==> src/rtl/bus_if_pkg.sv <==
// Purpose: shared constants and helpers for the bus driver FIFO endpoint.
//   DEST_W        - width of the destination ID field at the top of a packet
//   BROADCAST_ID  - destination ID accepted by every driver
//   ERR_*         - bit positions inside err_flags
//   dest_of()     - extracts the destination ID from a packet of width w
package bus_if_pkg;

  localparam int unsigned DEST_W       = 8;
  localparam logic [DEST_W-1:0] BROADCAST_ID = 8'hFF;
  localparam int unsigned PKT_MAX_W    = 256;

  localparam int unsigned ERR_TX_OVERFLOW  = 0;
  localparam int unsigned ERR_TX_UNDERFLOW = 1;
  localparam int unsigned ERR_RX_OVERFLOW  = 2;
  localparam int unsigned ERR_RX_MISROUTE  = 3;
  localparam int unsigned ERR_W            = 4;

  // Packet is passed zero-extended to PKT_MAX_W; w is the real packet width.
  function automatic logic [DEST_W-1:0] dest_of(input logic [PKT_MAX_W-1:0] pkt,
                                                input int unsigned w);
    return DEST_W'(pkt >> (w - DEST_W));
  endfunction

endpackage

==> src/rtl/sync_fifo_fwft.sv <==
// Purpose: synchronous first-word-fall-through FIFO with occupancy counter.
// Ports:
//   clk_i, reset_i     - clock, synchronous active-high reset
//   wr_en_i, wr_data_i - write request and data
//   rd_en_i            - consume head this cycle
//   rd_data_o          - head entry (show-ahead), 0 when empty
//   full_o, empty_o    - registered status
//   count_o            - occupancy
//   overflow_c         - write refused this cycle (full, no read)
//   underflow_c        - read requested while empty
module sync_fifo_fwft #(
  parameter int unsigned bits  = 32,
  parameter int unsigned depth = 8
) (
  input  logic                   clk_i,
  input  logic                   reset_i,
  input  logic                   wr_en_i,
  input  logic [bits-1:0]        wr_data_i,
  input  logic                   rd_en_i,
  output logic [bits-1:0]        rd_data_o,
  output logic                   full_o,
  output logic                   empty_o,
  output logic [$clog2(depth):0] count_o,
  output logic                   overflow_c,
  output logic                   underflow_c
);

  localparam int unsigned AW = $clog2(depth);
  localparam int unsigned CW = AW + 1;

  logic [bits-1:0] mem_q [depth];
  logic [AW-1:0]   wr_ptr_q, wr_ptr_d;
  logic [AW-1:0]   rd_ptr_q, rd_ptr_d;
  logic [CW-1:0]   count_q, count_d;
  logic            full_q, full_d;
  logic            empty_q, empty_d;
  logic            wr_ok, rd_ok;

  // Accept/consume decisions and next-state pointers/occupancy.
  always_comb begin
    rd_ok    = rd_en_i && !empty_q;
    // Full FIFO still takes a write when the head leaves in the same cycle.
    wr_ok    = wr_en_i && (!full_q || rd_en_i);
    wr_ptr_d = wr_ok ? wr_ptr_q + AW'(1) : wr_ptr_q;
    rd_ptr_d = rd_ok ? rd_ptr_q + AW'(1) : rd_ptr_q;
    count_d  = count_q;
    if (wr_ok && !rd_ok) begin
      count_d = count_q + CW'(1);
    end else if (!wr_ok && rd_ok) begin
      count_d = count_q - CW'(1);
    end
    full_d      = (count_d == CW'(depth));
    empty_d     = (count_d == '0);
    overflow_c  = wr_en_i && full_q && !rd_en_i;
    underflow_c = rd_en_i && empty_q;
  end

  // Control state.
  always_ff @(posedge clk_i) begin
    if (reset_i) begin
      wr_ptr_q <= '0;
      rd_ptr_q <= '0;
      count_q  <= '0;
      full_q   <= 1'b0;
      empty_q  <= 1'b1;
    end else begin
      wr_ptr_q <= wr_ptr_d;
      rd_ptr_q <= rd_ptr_d;
      count_q  <= count_d;
      full_q   <= full_d;
      empty_q  <= empty_d;
    end
  end

  // Storage is not reset; stale contents are masked by empty_q.
  always_ff @(posedge clk_i) begin
    if (wr_ok && !reset_i) begin
      mem_q[wr_ptr_q] <= wr_data_i;
    end
  end

  assign rd_data_o = empty_q ? '0 : mem_q[rd_ptr_q];
  assign full_o    = full_q;
  assign empty_o   = empty_q;
  assign count_o   = count_q;

endmodule

==> src/rtl/bus_drvr_fifo_if.sv <==
// Purpose: driver-side bus endpoint: TX FIFO toward the arbiter, RX FIFO
//   with destination-ID filter toward the local agent, sticky error flags.
// Ports:
//   clk, reset                      - clock, synchronous active-high reset
//   tx_push, tx_data, tx_full       - local agent TX write side
//   pndng, pop, D_pop               - arbiter read side of TX FIFO
//   push, D_push                    - bus delivery into RX path
//   rx_pndng, rx_pop, rx_data       - local agent RX read side
//   tx_count, rx_count              - occupancies
//   err_flags                       - {rx_misroute, rx_overflow, tx_underflow, tx_overflow}
module bus_drvr_fifo_if
  import bus_if_pkg::*;
#(
  parameter int unsigned       bits      = 32,
  parameter int unsigned       depth     = 8,
  parameter logic [DEST_W-1:0] id        = 8'h00,
  parameter logic [DEST_W-1:0] broadcast = BROADCAST_ID
) (
  input  logic                   clk,
  input  logic                   reset,
  input  logic                   tx_push,
  input  logic [bits-1:0]        tx_data,
  output logic                   tx_full,
  output logic                   pndng,
  input  logic                   pop,
  output logic [bits-1:0]        D_pop,
  input  logic                   push,
  input  logic [bits-1:0]        D_push,
  output logic                   rx_pndng,
  input  logic                   rx_pop,
  output logic [bits-1:0]        rx_data,
  output logic [$clog2(depth):0] tx_count,
  output logic [$clog2(depth):0] rx_count,
  output logic [ERR_W-1:0]       err_flags
);

  logic              tx_empty, rx_empty, rx_full_unused;
  logic              tx_ovf, tx_udf, rx_ovf, rx_udf_unused;
  logic [DEST_W-1:0] rx_dest;
  logic              rx_match, rx_wr, rx_mis;
  logic [ERR_W-1:0]  err_q, err_d;

  sync_fifo_fwft #(.bits(bits), .depth(depth)) u_tx_fifo (
    .clk_i       (clk),
    .reset_i     (reset),
    .wr_en_i     (tx_push),
    .wr_data_i   (tx_data),
    .rd_en_i     (pop),
    .rd_data_o   (D_pop),
    .full_o      (tx_full),
    .empty_o     (tx_empty),
    .count_o     (tx_count),
    .overflow_c  (tx_ovf),
    .underflow_c (tx_udf)
  );

  // Destination filter: only packets for this driver or broadcast enter RX.
  always_comb begin
    rx_dest  = dest_of(PKT_MAX_W'(D_push), bits);
    rx_match = (rx_dest == id) || (rx_dest == broadcast);
    rx_wr    = push && rx_match;
    rx_mis   = push && !rx_match;
  end

  sync_fifo_fwft #(.bits(bits), .depth(depth)) u_rx_fifo (
    .clk_i       (clk),
    .reset_i     (reset),
    .wr_en_i     (rx_wr),
    .wr_data_i   (D_push),
    .rd_en_i     (rx_pop),
    .rd_data_o   (rx_data),
    .full_o      (rx_full_unused),
    .empty_o     (rx_empty),
    .count_o     (rx_count),
    .overflow_c  (rx_ovf),
    .underflow_c (rx_udf_unused)
  );

  // Sticky error flags; cleared only by reset.
  always_comb begin
    err_d                   = err_q;
    err_d[ERR_TX_OVERFLOW]  = err_q[ERR_TX_OVERFLOW]  | tx_ovf;
    err_d[ERR_TX_UNDERFLOW] = err_q[ERR_TX_UNDERFLOW] | tx_udf;
    err_d[ERR_RX_OVERFLOW]  = err_q[ERR_RX_OVERFLOW]  | rx_ovf;
    err_d[ERR_RX_MISROUTE]  = err_q[ERR_RX_MISROUTE]  | rx_mis;
  end

  always_ff @(posedge clk) begin
    if (reset) begin
      err_q <= '0;
    end else begin
      err_q <= err_d;
    end
  end

  assign pndng     = !tx_empty;
  assign rx_pndng  = !rx_empty;
  assign err_flags = err_q;

endmodule

==> config.mk <==
export PLATFORM = sky130hd
export DESIGN_NAME = bus_drvr_fifo_if
export DESIGN_NICKNAME = d
export VERILOG_FILES = /design/src/rtl/bus_if_pkg.sv /design/src/rtl/sync_fifo_fwft.sv /design/src/rtl/bus_drvr_fifo_if.sv
export SDC_FILE = /design/constraint.sdc
export NUM_CORES = 1
export LEC_CHECK = 0
export CAP_MARGIN = 10
export CORE_MARGIN = 3
export CORE_UTILIZATION = 55
export CTS_CLUSTER_SIZE = 16
export DETAILED_ROUTE_END_ITERATION = 12
export DONT_BUFFER_PORTS = 1
export PLACE_DENSITY = 0.73
export SYNTH_ARGS = -nofsm -noshare
export SYNTH_HDL_FRONTEND = slang
export SYNTH_SLANG_ARGS = --single-unit
==> constraint.sdc <==
create_clock -name clk -period 5.6 [get_ports clk]
set_clock_uncertainty 0.1 [all_clocks]
set_input_delay 0.56 -clock clk [delete_from_list [all_inputs] [get_ports clk]]
set_output_delay 0.56 -clock clk [all_outputs]
set_load 0.01 [all_outputs]
==> results list, run 1 <==
* Die extent in y: 201 um
* Share of the synthesized area in compound gates (AO/OA/AOI/OAI): 0.00716
- CTS tree: done
- Counting every net in the synthesized netlist gives 1,084.
- Summed over all nets, wire length on met3 after detailed routing comes to 2830 um.
- Multiplexer fraction of the synthesized cell area: 0.171
- Worst skew pair latency: 0.57 ns
* Final setup violation count: 0
* Kind of critical path: flip-flop to output port
- Total number of placement rows: 70
- The total overflow left after global routing is 0.
- Wirelength per Cell: 24.5 um
- The biggest area contributor in the post-synthesis netlist is sky130_fd_sc_hd__edfxtp_1.
- Synthesis produced 1,006 cells.
- The routed layout has 9,731 vias.
* Final HPWL DP: 21,300 um
- Largest family of logic cells by synthesized area: multiplexers
* Hold Worst Slack: 0.0320 ns
- Number of nets in the final layout: 1,173
* Static Leakage: 7.32 nW
- Compared with the post-synthesis result, the final layout area differs by 14.3%.
- The die covers 0.0405 mm^2.
- Share of layout cells above drive strength 1: 0.218
- The count of buffers added on input and output ports is 0.
- Residual DRC: 0
* Number of antenna violations at the first check in global routing: 3
- Area of the core: 0.0370 mm^2
- TritonCTS created 52 clock buffers.
- In the routed layout, each cell is associated on average with a via count of 5.91.
* Cell-by-cell trace of the critical path: buf_4 -> mux4_2 -> mux2i_1 -> nor2_1
- Starting Density: 0.566
- Required time at the worst-slack endpoint: 4.94 ns
- In the finished design, the share of the clock period the worst path needs comes to 0.651.
- Among all flip-flop cells after synthesis, the most frequent one is sky130_fd_sc_hd__edfxtp_1.
- Tmin final: 3.65 ns
* Final-report hold violation count: 0
- Of the total synthesized cell area, the portion taken by XOR and XNOR cells is 0.00585.
- The max-slew violation total from the final report came to 0.
- Worst slew margin: 0.240
* Top Ports: 149
- FFs w/ async S/R, synth: 0
- Routability congestion estimate: 0.711
- Of all nets on the critical path, the largest fanout is 52.
* Sort of element at the start of the critical path: flip-flop
* Cell area after synthesis: 0.0210 mm^2
* Total power density per cell area: 370 mW/mm^2
* Setup TNS after final layout: 0 ns
- For this block, the routed nets add up to 40,400 um of wire.
* Clock-pin slew reported for the worst setup and hold paths after clock tree synthesis: 0.06 ns
- In this run the deepest clock path goes through 3 buffers.
- Routed length on met1: 16,600 um
- Simple-gate share of the synthesized area: 0.0340
- In this design, the largest share of critical-path delay is due to flip-flops.
- Number of max-cap violations: 0
- Non-Filler Instances: 1,646
- Share of the yosys chip area belonging to registers: 0.766
* Upper clock frequency limit: 274 MHz
* Drt initial violations: 905
- First-pass GRT wire length: 62,800 um
* Drt pass-1 iters: 5
- Highest layer used for signal routing: met5
* Result of the run: completed
- In this run, synthesis inferred 512 flip-flops with an integrated enable.
* Tot GR Track Use: 0.204
- The Yosys step of the flow raised 0 warnings.
* Worst stage delay on the critical path: 1.03 ns
- The tree built by TritonCTS fans out to 546 sinks.
* Clock tree root driver cell: sky130_fd_sc_hd__clkbuf_16
- Peak supply drop: 0.346 mV
- In this run the mean area of a mapped cell was 20.8 um^2.
* Overall die width: 201 um
- In this run, synthesis produced a sequential element count of 546.
- Area share of the largest cell type after synthesis: 0.734
* Pin count of the biggest net entering global routing: 53
* Total placed cells including tap cells: 1,478
* WP buf/inv: 1
- Master of the slowest instance on the critical path: sky130_fd_sc_hd__dfxtp_4
- Area share of fa/ha/maj cells after synthesis: 0.00478
- The min-delay analysis places its worst path in the category input pin to flip-flop.
* Critical path endpoint category: output port
* CTS H-tree depth: 2
- DR WL met2: 19,800 um
* Setup repair after global routing missed its margin: false
- Number of nets with antenna violations after detailed routing: 0
- For the pin with the worst max-slew slack, the measured transition is 1.14 ns.
- Sorting the synthesized cells by area gives the leading types as sky130_fd_sc_hd__edfxtp_1 (73%), sky130_fd_sc_hd__mux4_2 (14%), sky130_fd_sc_hd__mux2i_1 (3.3%).
* Via count of the first global-routing pass: 10,400
* Synth unique cells: 43
* Arrival time of data at the critical path endpoint: 2.99 ns
## kinds of logic after synthesis
logic type | Yosys count
buf+inv | 58
fa+ha+maj | 8
simple gates | 160
flops | 546
xor+xnor | 14
mux | 198
compound gates | 22
## worst reg2reg max path, cell delays in order, from the launching register on
cell and delay, ns:
sky130_fd_sc_hd__dfxtp_1 0.29, sky130_fd_sc_hd__nand2b_1 0.14, sky130_fd_sc_hd__o211ai_1 0.28, sky130_fd_sc_hd__or3_1 0.57
sky130_fd_sc_hd__nor3_4 0.74, sky130_fd_sc_hd__buf_4 0.43
## cells in the mapped netlist, types with 3 or more instances
cell type	n
sky130_fd_sc_hd__xnor2_1	10
sky130_fd_sc_hd__xor2_1	4
sky130_fd_sc_hd__nor2_1	108
sky130_fd_sc_hd__edfxtp_1	512
sky130_fd_sc_hd__inv_1	8
sky130_fd_sc_hd__o21ai_0	4
sky130_fd_sc_hd__mux2i_1	70
sky130_fd_sc_hd__nand2_1	17
sky130_fd_sc_hd__buf_2	13
sky130_fd_sc_hd__buf_1	8
sky130_fd_sc_hd__nand2b_1	6
sky130_fd_sc_hd__clkbuf_1	29
sky130_fd_sc_hd__mux4_2	128
sky130_fd_sc_hd__nand4_1	3
sky130_fd_sc_hd__a21oi_1	6
sky130_fd_sc_hd__dfxtp_1	34
sky130_fd_sc_hd__nor3_1	6
sky130_fd_sc_hd__ha_1	8
## path summary, 6_finish.rpt
kind,start,end,slack (ns),cells past startpoint
worst max-delay path,flip-flop,rx_data[8],1.95,4
worst min-delay path,push,err_flags[3]$_SDFF_PP0_,0.03,2
worst max register to register,u_rx_fifo.full_o$_SDFF_PP0_,u_rx_fifo.mem_q[0][23]$_DFFE_PP_,2.73,5
worst min register to register,u_tx_fifo.rd_ptr_q[1]$_SDFFE_PP0P_,flip-flop,0.40,2
## where the power goes
part,total (mW),switching [mW],internal [mW]
Clock,3.32,1.44,1.89
Sequential,4.67,0.144,4.52
Combinational,0.872,0.451,0.420
## stage by stage
stage / instance area [um^2] / power, mW / util / worst slack, ns
after global placement: 21600 / 5.54 / 0.584 / 1.96
after global routing: 23900 / 9.19 / 0.646 / 1.63
after floorplan: 21000 / 5.37 / - / 1.14
final: 23900 / 8.86 / 0.646 / 1.95
after CTS: 23900 / 8.95 / 0.646 / 1.82
after detailed placement: 21600 / 5.56 / 0.584 / 1.85
## repair_timing
action                    CTS  global route
hold endpoints to repair  546             0
hold buffers               66             0
gates resized for setup     0             0
setup buffers               0             0
## layout by cell type (no fill, tap or decap), types with 2 or more instances in the layout
cell type and n:
sky130_fd_sc_hd__diode_2 3, sky130_fd_sc_hd__nand2b_1 6, sky130_fd_sc_hd__nand3_1 2, sky130_fd_sc_hd__dlygate4sd3_1 66, sky130_fd_sc_hd__mux4_2 128, sky130_fd_sc_hd__clkbuf_16 53, sky130_fd_sc_hd__nand3b_1 2, sky130_fd_sc_hd__buf_4 18
sky130_fd_sc_hd__clkbuf_1 11, sky130_fd_sc_hd__clkinv_1 14, sky130_fd_sc_hd__a21oi_1 6, sky130_fd_sc_hd__dfxtp_4 2, sky130_fd_sc_hd__clkinv_2 11, sky130_fd_sc_hd__nor2b_1 2, sky130_fd_sc_hd__a31oi_1 2, sky130_fd_sc_hd__xor2_1 4
sky130_fd_sc_hd__ha_1 8, sky130_fd_sc_hd__inv_6 2, sky130_fd_sc_hd__mux2i_1 70, sky130_fd_sc_hd__o211ai_1 2, sky130_fd_sc_hd__clkinvlp_4 2, sky130_fd_sc_hd__nor2_4 11, sky130_fd_sc_hd__nor2_1 98, sky130_fd_sc_hd__nor3_2 5
sky130_fd_sc_hd__edfxtp_1 512, sky130_fd_sc_hd__inv_1 8, sky130_fd_sc_hd__nand4_1 3, sky130_fd_sc_hd__nand2_1 17, sky130_fd_sc_hd__xnor2_1 10, sky130_fd_sc_hd__dfxtp_1 28, sky130_fd_sc_hd__bufinv_16 3, sky130_fd_sc_hd__or3_1 2
sky130_fd_sc_hd__o21ai_0 4, sky130_fd_sc_hd__or4_4 2, sky130_fd_sc_hd__dfxtp_2 4
## metal layers
| layer | vias up | track usage |
|---|---|---|
| met5 | - | 0 |
| met4 | 2 | 0.0640 |
| met3 | 76 | 0.0521 |
| met2 | 309 | 0.323 |
| met1 | 5089 | 0.286 |
| li1 | 4255 | - |
## sequential cells by signal, indices dropped and copies added (netlist names), named ones only
name	flops
err_flags	4
u_rx_fifo.count_o	4
u_rx_fifo.empty_o	1
u_rx_fifo.full_o	1
u_rx_fifo.mem_q	256
u_rx_fifo.rd_ptr_q	3
u_rx_fifo.wr_ptr_q	3
u_tx_fifo.count_o	4
u_tx_fifo.empty_o	1
u_tx_fifo.full_o	1
u_tx_fifo.mem_q	256
u_tx_fifo.rd_ptr_q	3
u_tx_fifo.wr_ptr_q	3
## layout make-up
cell class | count | area, um^2
antenna | 3 | 7.51
clock buffer | 65 | 1380
clock inverter | 33 | 239
fill | 2409 | 13100
inverter | 8 | 30.0
multi-input combinational | 402 | 4780
sequential | 546 | 16100
tap | 504 | 631
timing repair buffer | 85 | 816
(Power assumes the default switching activity.)
==> inputs of run 2 (changes only) <==
Settings changed: PLACE_DENSITY 0.73 to 0.76.
Clock period 5.6 ns to 3.35 ns, I/O delays scaled along.
==> run 2 against run 1 <==
Sequential power up 66%. Clock-buffer cell count up 5. Core utilization up 1.0 points. Sequential cell count unchanged. Clock power up 74%. Via count up 1.7%. Die area unchanged. Critical path depth unchanged. Critical endpoint is now rx_data[3].
==> results list, run 2 (synthesis gave the netlist of run 1 again) <==
- The run finished with clean final reports.
- The placed standard-cell area was 0.0219 mm^2 (+1.3%).
* Cell family contributing the most delay on the critical path: multiplexers
- The number of sinks on the clock net came to 546 (unchanged).
- CTS H-tree depth: 2 (unchanged)
* Residual DRC: 0 (unchanged)
* Gr ovfl total: 0 (unchanged)
- WP buf/inv: 1 (unchanged)
- The via-per-instance ratio was 5.98 (+1.1%).
* Total CTS buffers: 52 (unchanged)
- The number of buffers on the longest clock path was 3 (unchanged).
* Starting Density: 0.566 (unchanged)
- Post_cts resized: 0 (unchanged)
* Largest registers: u_rx_fifo.mem_q: 256 flops, u_tx_fifo.mem_q: 256 flops
- Drt initial violations: 594 (-34%)
- The via count of the first global-routing pass was 10,500 (+1.4%).
- Top Ports: 149 (unchanged)
* Post-detailed-routing wire length: 41,100 um (+1.7%)
- The library cell used most frequently in the layout, excluding fill and tap cells, is sky130_fd_sc_hd__edfxtp_1.
* Tot GR Track Use: 0.207 (+0.00331)
* Sort of element at the start of the critical path: flip-flop
- Overall die width: 201 um (unchanged)
* Final worst slack: 0.339 ns (-1.61 ns)
* Area of the core: 0.0370 mm^2 (unchanged)
- The source-to-sink clock delay at the later pin of the worst-skew pair was 0.58 ns (about the same).
- First-pass GRT wire length: 64,100 um (+2.1%)
- The share of the core filled with cells in the final layout came to 0.657 (+0.0103).
* Total die area: 0.0405 mm^2 (unchanged)
- Total power density per cell area: 621 mW/mm^2 (+68%)
- Origin of the critical flop-to-flop path: u_tx_fifo.full_o$_SDFF_PP0_
- Final HPWL DP: 22,300 um (+5.1%)
- Tmin final: 3.01 ns
- Cell-by-cell trace of the critical path: buf_12 -> mux4_2 -> mux2i_1 -> nor2_1
* Pin count of the biggest net entering global routing: 65 (+23%)
* Upper clock frequency limit: 332 MHz
- The biggest fanout along the worst timing path was 29 (-44%).
- Min-Delay Startpoint: tx_push
- Share of layout cells above drive strength 1: 0.220 (+0.00207)
- By startpoint and endpoint, the worst setup path is classified as flip-flop to output port.
* Commonest cells after routing, fill and taps aside: sky130_fd_sc_hd__edfxtp_1 (512), sky130_fd_sc_hd__mux4_2 (128), sky130_fd_sc_hd__nor2_1 (98), sky130_fd_sc_hd__mux2i_1 (70), sky130_fd_sc_hd__dlygate4sd3_1 (70)
- Setup repair after global routing left no endpoint under its margin.
- The number of port buffers was 0 (unchanged).
- STA classifies the critical path endpoint as an output port.
- The total power consumption of the routed design came to 15.1 mW (+70%).
* Master of the slowest instance on the critical path: sky130_fd_sc_hd__dfxtp_4
- Number of max-cap violations: 0 (unchanged)
- Die extent in y: 201 um (unchanged)
- The highest ir drop seen on vdd was 0.507 mV (+47%).
* Number of nets with antenna violations after detailed routing: 0 (unchanged)
- The number of antenna violations at the first check in global routing was 2 (-1).
- The cell sitting at the root of the clock tree is a sky130_fd_sc_hd__clkbuf_16.
- TritonCTS built the clock tree.
- The worst setup timing slack at the placement stage came to 0.660 ns (-1.19 ns).
* Slew Limit Fails: 0 (unchanged)
- The sum of negative setup slack came to 0 ns (unchanged).
- The final hold violation count came to 0 (unchanged).
- Via count: 9,901 (+1.7%)
- Post-route fraction of the period consumed by the critical path: 0.899
- The register clock-pin slew on the reported worst setup and hold paths was 0.06 ns (about the same).
- The number of detailed-route iterations in the first pass came to 6 (+1).
* Routability congestion estimate: 0.716 (+0.73%)
* Worst slew margin: 0.485 (+0.245)
- Wirelength per Cell: 24.8 um (+1.1%)
- Static Leakage: 7.44 nW (+1.7%)
* Arrival time of data at the critical path endpoint: 2.58 ns (-0.41 ns)
* Worst stage delay on the critical path: 0.74 ns (-0.29 ns)
- Number of nets in the final layout: 1,190 (+1.4%)
- Type of the tightest min-delay check: input pin to flip-flop
- The number of core rows came to 70 (unchanged).
- Area Overhead vs Synth: 16.1%
* Number of fill cells: 2,317 (-3.8%)
* Worst-Margin Slew: 0.771 ns (-0.366 ns)
- Required time at the worst-slack endpoint: 2.91 ns (-2.03 ns)
- Final setup violation count: 0 (unchanged)
- The summed area of non-filler cells in the final layout is 0.0243 mm^2 (+1.6%).
## run 2: cell count changes in the layout (fill, tap and decap cells not counted), sizes merged
cell,before,now
clkbuf,65,70
clkinvlp,2,1
buf,19,32
dlygate4sd3,66,70
diode,3,2
clkinv,26,13
bufinv,3,7
## run 2: power breakdown
group          switching (mW)  leakage (nW)  internal, mW
Sequential              0.169          4.89          7.56
Combinational           0.850          1.74         0.738
Clock                    2.38         0.806          3.41
Total                    3.40          7.44          11.7
## run 2: area by class of cell
class / instances / area, um^2 / area share
flip-flops and latches: 546 / 16100 / 0.660
inverters: 8 / 30.0 / 0.00123
diodes: 2 / 5.00 / 0.000206
clock inverters: 23 / 308 / 0.0127
clock buffers: 70 / 1370 / 0.0563
well taps: 504 / 631 / 0.0259
repair buffers: 102 / 1110 / 0.0457
multi-input cells: 402 / 4810 / 0.198
## run 2: worst paths after layout
path | end | slack, ns | cells past startpoint
hold / removal | u_tx_fifo.count_o[0]$_SDFF_PP0_ | 0.04 | 4
hold reg to reg | flip-flop | 0.40 | 2
setup / recovery | rx_data[3] | 0.34 | 4
setup reg to reg | u_tx_fifo.mem_q[4][6]$_DFFE_PP_ | 1.14 | 5
## run 2: per-stage QoR
step / hold WS, ns / instances
final: 0.0388 / 1657
after global routing: 0.0562 / 1657
after CTS: 0.0115 / 1654
after detailed placement: 0.310 / 1491
after global placement: 0.311 / 1491
after floorplan: 0.334 / 1006
## run 2: layer usage
| metal | up-vias | GRT usage | share of wire |
|---|---|---|---|
| met1 | 5214 | 0.285 | 0.40 |
| met2 | 346 | 0.344 | 0.51 |
| met5 | - | 0 | 0 |
| li1 | 4289 | - | - |
| met3 | 52 | 0.0413 | 0.065 |
| met4 | 0 | 0.0635 | 0.021 |
## run 2: worst register-to-register path: cells and delay by family, from the launching register on
| family | cells | cell delay [ns] |
|---|---|---|
| buffers and inverters | 1 | 0.49 |
| and+or+nand+nor | 4 | 0.85 |
| DFF | 1 | 0.35 |
## run 2: repair_timing
item	in CTS	in global routing
endpoints found under the hold margin	546	0
hold buffers	70	0
buffers inserted	0	0
==> inputs of run 3 (changes only) <==
Settings changed: CAP_MARGIN 10 to 30, PLACE_DENSITY 0.76 to 0.82.
==> run 3 against run 2 <==
Routed wire length is 8.0% higher. Combinational power hardly changed. Clock-buffer cell count is 2 lower. Worst hold slack better by 0.021 ns. First-iteration DRC count is 41% higher. Clock power is 4.7% lower. Cell count is 0.36% lower. Critical path type unchanged. Largest power group unchanged.
==> results list, run 3 (synthesis gave the netlist of run 1 again) <==
* Share of layout cells above drive strength 1: 0.223 (+0.00358)
- The longest individual stage delay on the worst path came to 0.60 ns (-0.14 ns).
* Commonest cells after routing, fill and taps aside: sky130_fd_sc_hd__edfxtp_1 (512), sky130_fd_sc_hd__mux4_2 (128), sky130_fd_sc_hd__nor2_1 (98), sky130_fd_sc_hd__mux2i_1 (70), sky130_fd_sc_hd__dlygate4sd3_1 (70)
* Total power density per cell area: 613 mW/mm^2 (-1.2%)
- The via count of the first global-routing pass is 10,800 (+2.9%).
* Hold Worst Slack: 0.0601 ns (+0.0212 ns)
- Drt initial violations: 835 (+41%)
* Master of the slowest instance on the critical path: sky130_fd_sc_hd__dfxtp_4
* Drt pass-1 iters: 5 (-1)
- Grouping stages by cell kind, the critical path spends the most delay in multiplexers.
* Number of antenna violations at the first check in global routing: 2 (unchanged)
* Result of the run: completed
- The combined global-route utilization of all metal layers is 0.222 (+0.0141).
- The data arrival time of the critical path came to 2.55 ns (-0.03 ns).
- The die height was 201 um (unchanged).
- The critical path is of the flip-flop to output port type.
* Area used by multi-input combinational logic: 0.00481 mm^2 (unchanged)
* Total die area: 0.0405 mm^2 (unchanged)
* Routed wire length on met3: 3160 um (+18%)
* Clock tree root driver cell: sky130_fd_sc_hd__clkbuf_16
* Storage element area: 0.0161 mm^2 (unchanged)
* Worst skew pair latency: 0.57 ns (about the same)
- Critical path endpoint category: output port
- CTS tree: done
* Overall die width: 201 um (unchanged)
- The slew of the pin with the lowest slew margin was 0.901 ns (+0.130 ns).
* Routability congestion estimate: 0.721 (+0.66%)
- The number of port buffers is 0 (unchanged).
- Slew Limit Fails: 0 (unchanged)
- The clock period minus worst slack was 2.98 ns (-0.0304 ns).
* Upper clock frequency limit: 335 MHz (+1.0%)
* Setup Buffers After CTS: 0 (unchanged)
* Post-detailed-routing wire length: 44,400 um (+8.0%)
- The number of core rows came to 70 (unchanged).
* Wirelength per Cell: 26.9 um (+8.4%)
- The cts-stage hold buffer count came to 71 (+1.4%).
- Peak supply drop: 0.696 mV (+37%)
- Post-route fraction of the period consumed by the critical path: 0.890 (-0.00907)
- The summed area of non-filler cells in the final layout is 0.0242 mm^2 (-0.46%).
* Via count: 10,200 (+3.1%)
* Top Ports: 149 (unchanged)
- The pin count of the biggest net entering global routing was 49 (-25%).
- Traced cell by cell, the critical path runs through buf_4 -> mux4_2 -> mux2i_1 -> nor2_1.
- Starting Density: 0.566 (unchanged)
- The biggest fanout along the worst timing path is 19 (-34%).
* Static Leakage: 7.40 nW (-0.48%)
* Highest layer used for signal routing: met5
* Number of nets in the final layout: 1,187 (-0.25%)
- Type of the tightest min-delay check: input pin to flip-flop
- Worst slew margin: 0.399 (-0.0857)
- Number of fill cells: 2,299 (-0.78%)
* Number of clock sinks: 546 (unchanged)
* Clock-pin slew reported for the worst setup and hold paths after clock tree synthesis: 0.06 ns (about the same)
- The largest registers in the layout are u_rx_fifo.mem_q: 256 flops, u_tx_fifo.mem_q: 256 flops.
- Leading cell type in the layout, fill and taps excluded: sky130_fd_sc_hd__edfxtp_1
- Sort of element at the start of the critical path: flip-flop
- Setup repair after global routing missed its margin: false
- The number of buffers on the longest clock path came to 3 (unchanged).
* WP buf/inv: 1 (unchanged)
* Avg Vias per Cell: 6.18 (+3.5%)
- Number of max-cap violations: 0 (unchanged)
* Gr ovfl total: 0 (unchanged)
* Final HPWL DP: 22,300 um (-0.38%)
- Final setup violation count: 0 (unchanged)
- The post-cts repair resize count came to 0 (unchanged).
- The number of levels in the clock H-tree is 2 (unchanged).
* Post-detailed-placement cell area: 0.0219 mm^2 (about the same)
* Residual DRC: 0 (unchanged)
- The required time of the critical path was 2.91 ns (about the same).
- Area of the core: 0.0370 mm^2 (unchanged)
* Area Overhead vs Synth: 15.5%
- The met2 wire length is 22,800 um (+9.2%).
* First-pass GRT wire length: 67,800 um (+5.9%)
* Final-report hold violation count: 0 (unchanged)
- The residual antenna-violating net count after detailed routing was 0 (unchanged).
* Routed length on met1: 17,000 um (+2.5%)
- Total CTS buffers: 51 (-1.9%)
[run 3: cell count changes in the layout (fill, tap and decap cells not counted), sizes merged]
cell,before,now
clkinv,13,19
bufinv,7,2
buf,32,30
clkbuf,70,68
inv,10,8
diode,2,1
[run 3: final cells by class]
type | count | share of cell area
clock buffers | 68 | 0.0592
inverters | 8 | 0.00124
multi-input cells | 402 | 0.199
well taps | 504 | 0.0260
flip-flops and latches | 546 | 0.663
diodes | 1 | 0.000103
clock inverters | 22 | 0.00651
repair buffers | 100 | 0.0449
[run 3: path summary, 6_finish.rpt]
kind                                           start                          end  slack [ns]  cells past startpoint
setup / recovery                           flip-flop                    D_pop[26]        0.37                      4
hold / removal                                rx_pop      err_flags[2]$_SDFF_PP0_        0.06                      4
setup reg to reg        u_tx_fifo.empty_o$_SDFF_PP1_  u_tx_fifo.full_o$_SDFF_PP0_        0.99                      6
hold reg to reg   u_tx_fifo.rd_ptr_q[1]$_SDFFE_PP0P_                    flip-flop        0.39                      2
[run 3: stage by stage]
step            util  total power [mW]  std cells  TNS, ns  worst slack (ns)
3_3_place_gp   0.591              9.28       1489        0             0.531
4_1_cts        0.654              14.9       1650        0             0.289
6_report       0.654              14.9       1651        0             0.369
5_1_grt        0.654              15.3       1651        0             0.199
3_5_place_dp   0.591              9.31       1489        0             0.517
2_1_floorplan      -              8.98       1006   -21.97            -0.198
[run 3: metal layers]
metal  up-vias  GRT usage
li1       4281          -
met5         -          0
met2       492      0.372
met3        96     0.0456
met4         2     0.0755
met1      5340      0.295
[run 3: worst reg2reg max path: stages (launching register included)]
cell	delay, ns
sky130_fd_sc_hd__dfxtp_1	0.35
sky130_fd_sc_hd__buf_4	0.45
sky130_fd_sc_hd__nand2b_1	0.32
sky130_fd_sc_hd__nand3_1	0.19
sky130_fd_sc_hd__o21ai_0	0.28
sky130_fd_sc_hd__xnor2_1	0.17
sky130_fd_sc_hd__nor4_1	0.39
[run 3: where the power goes]
group,internal [mW],total [mW],switching (mW)
Combinational,0.739,1.62,0.878
Clock,3.14,5.52,2.38
Sequential,7.56,7.72,0.161
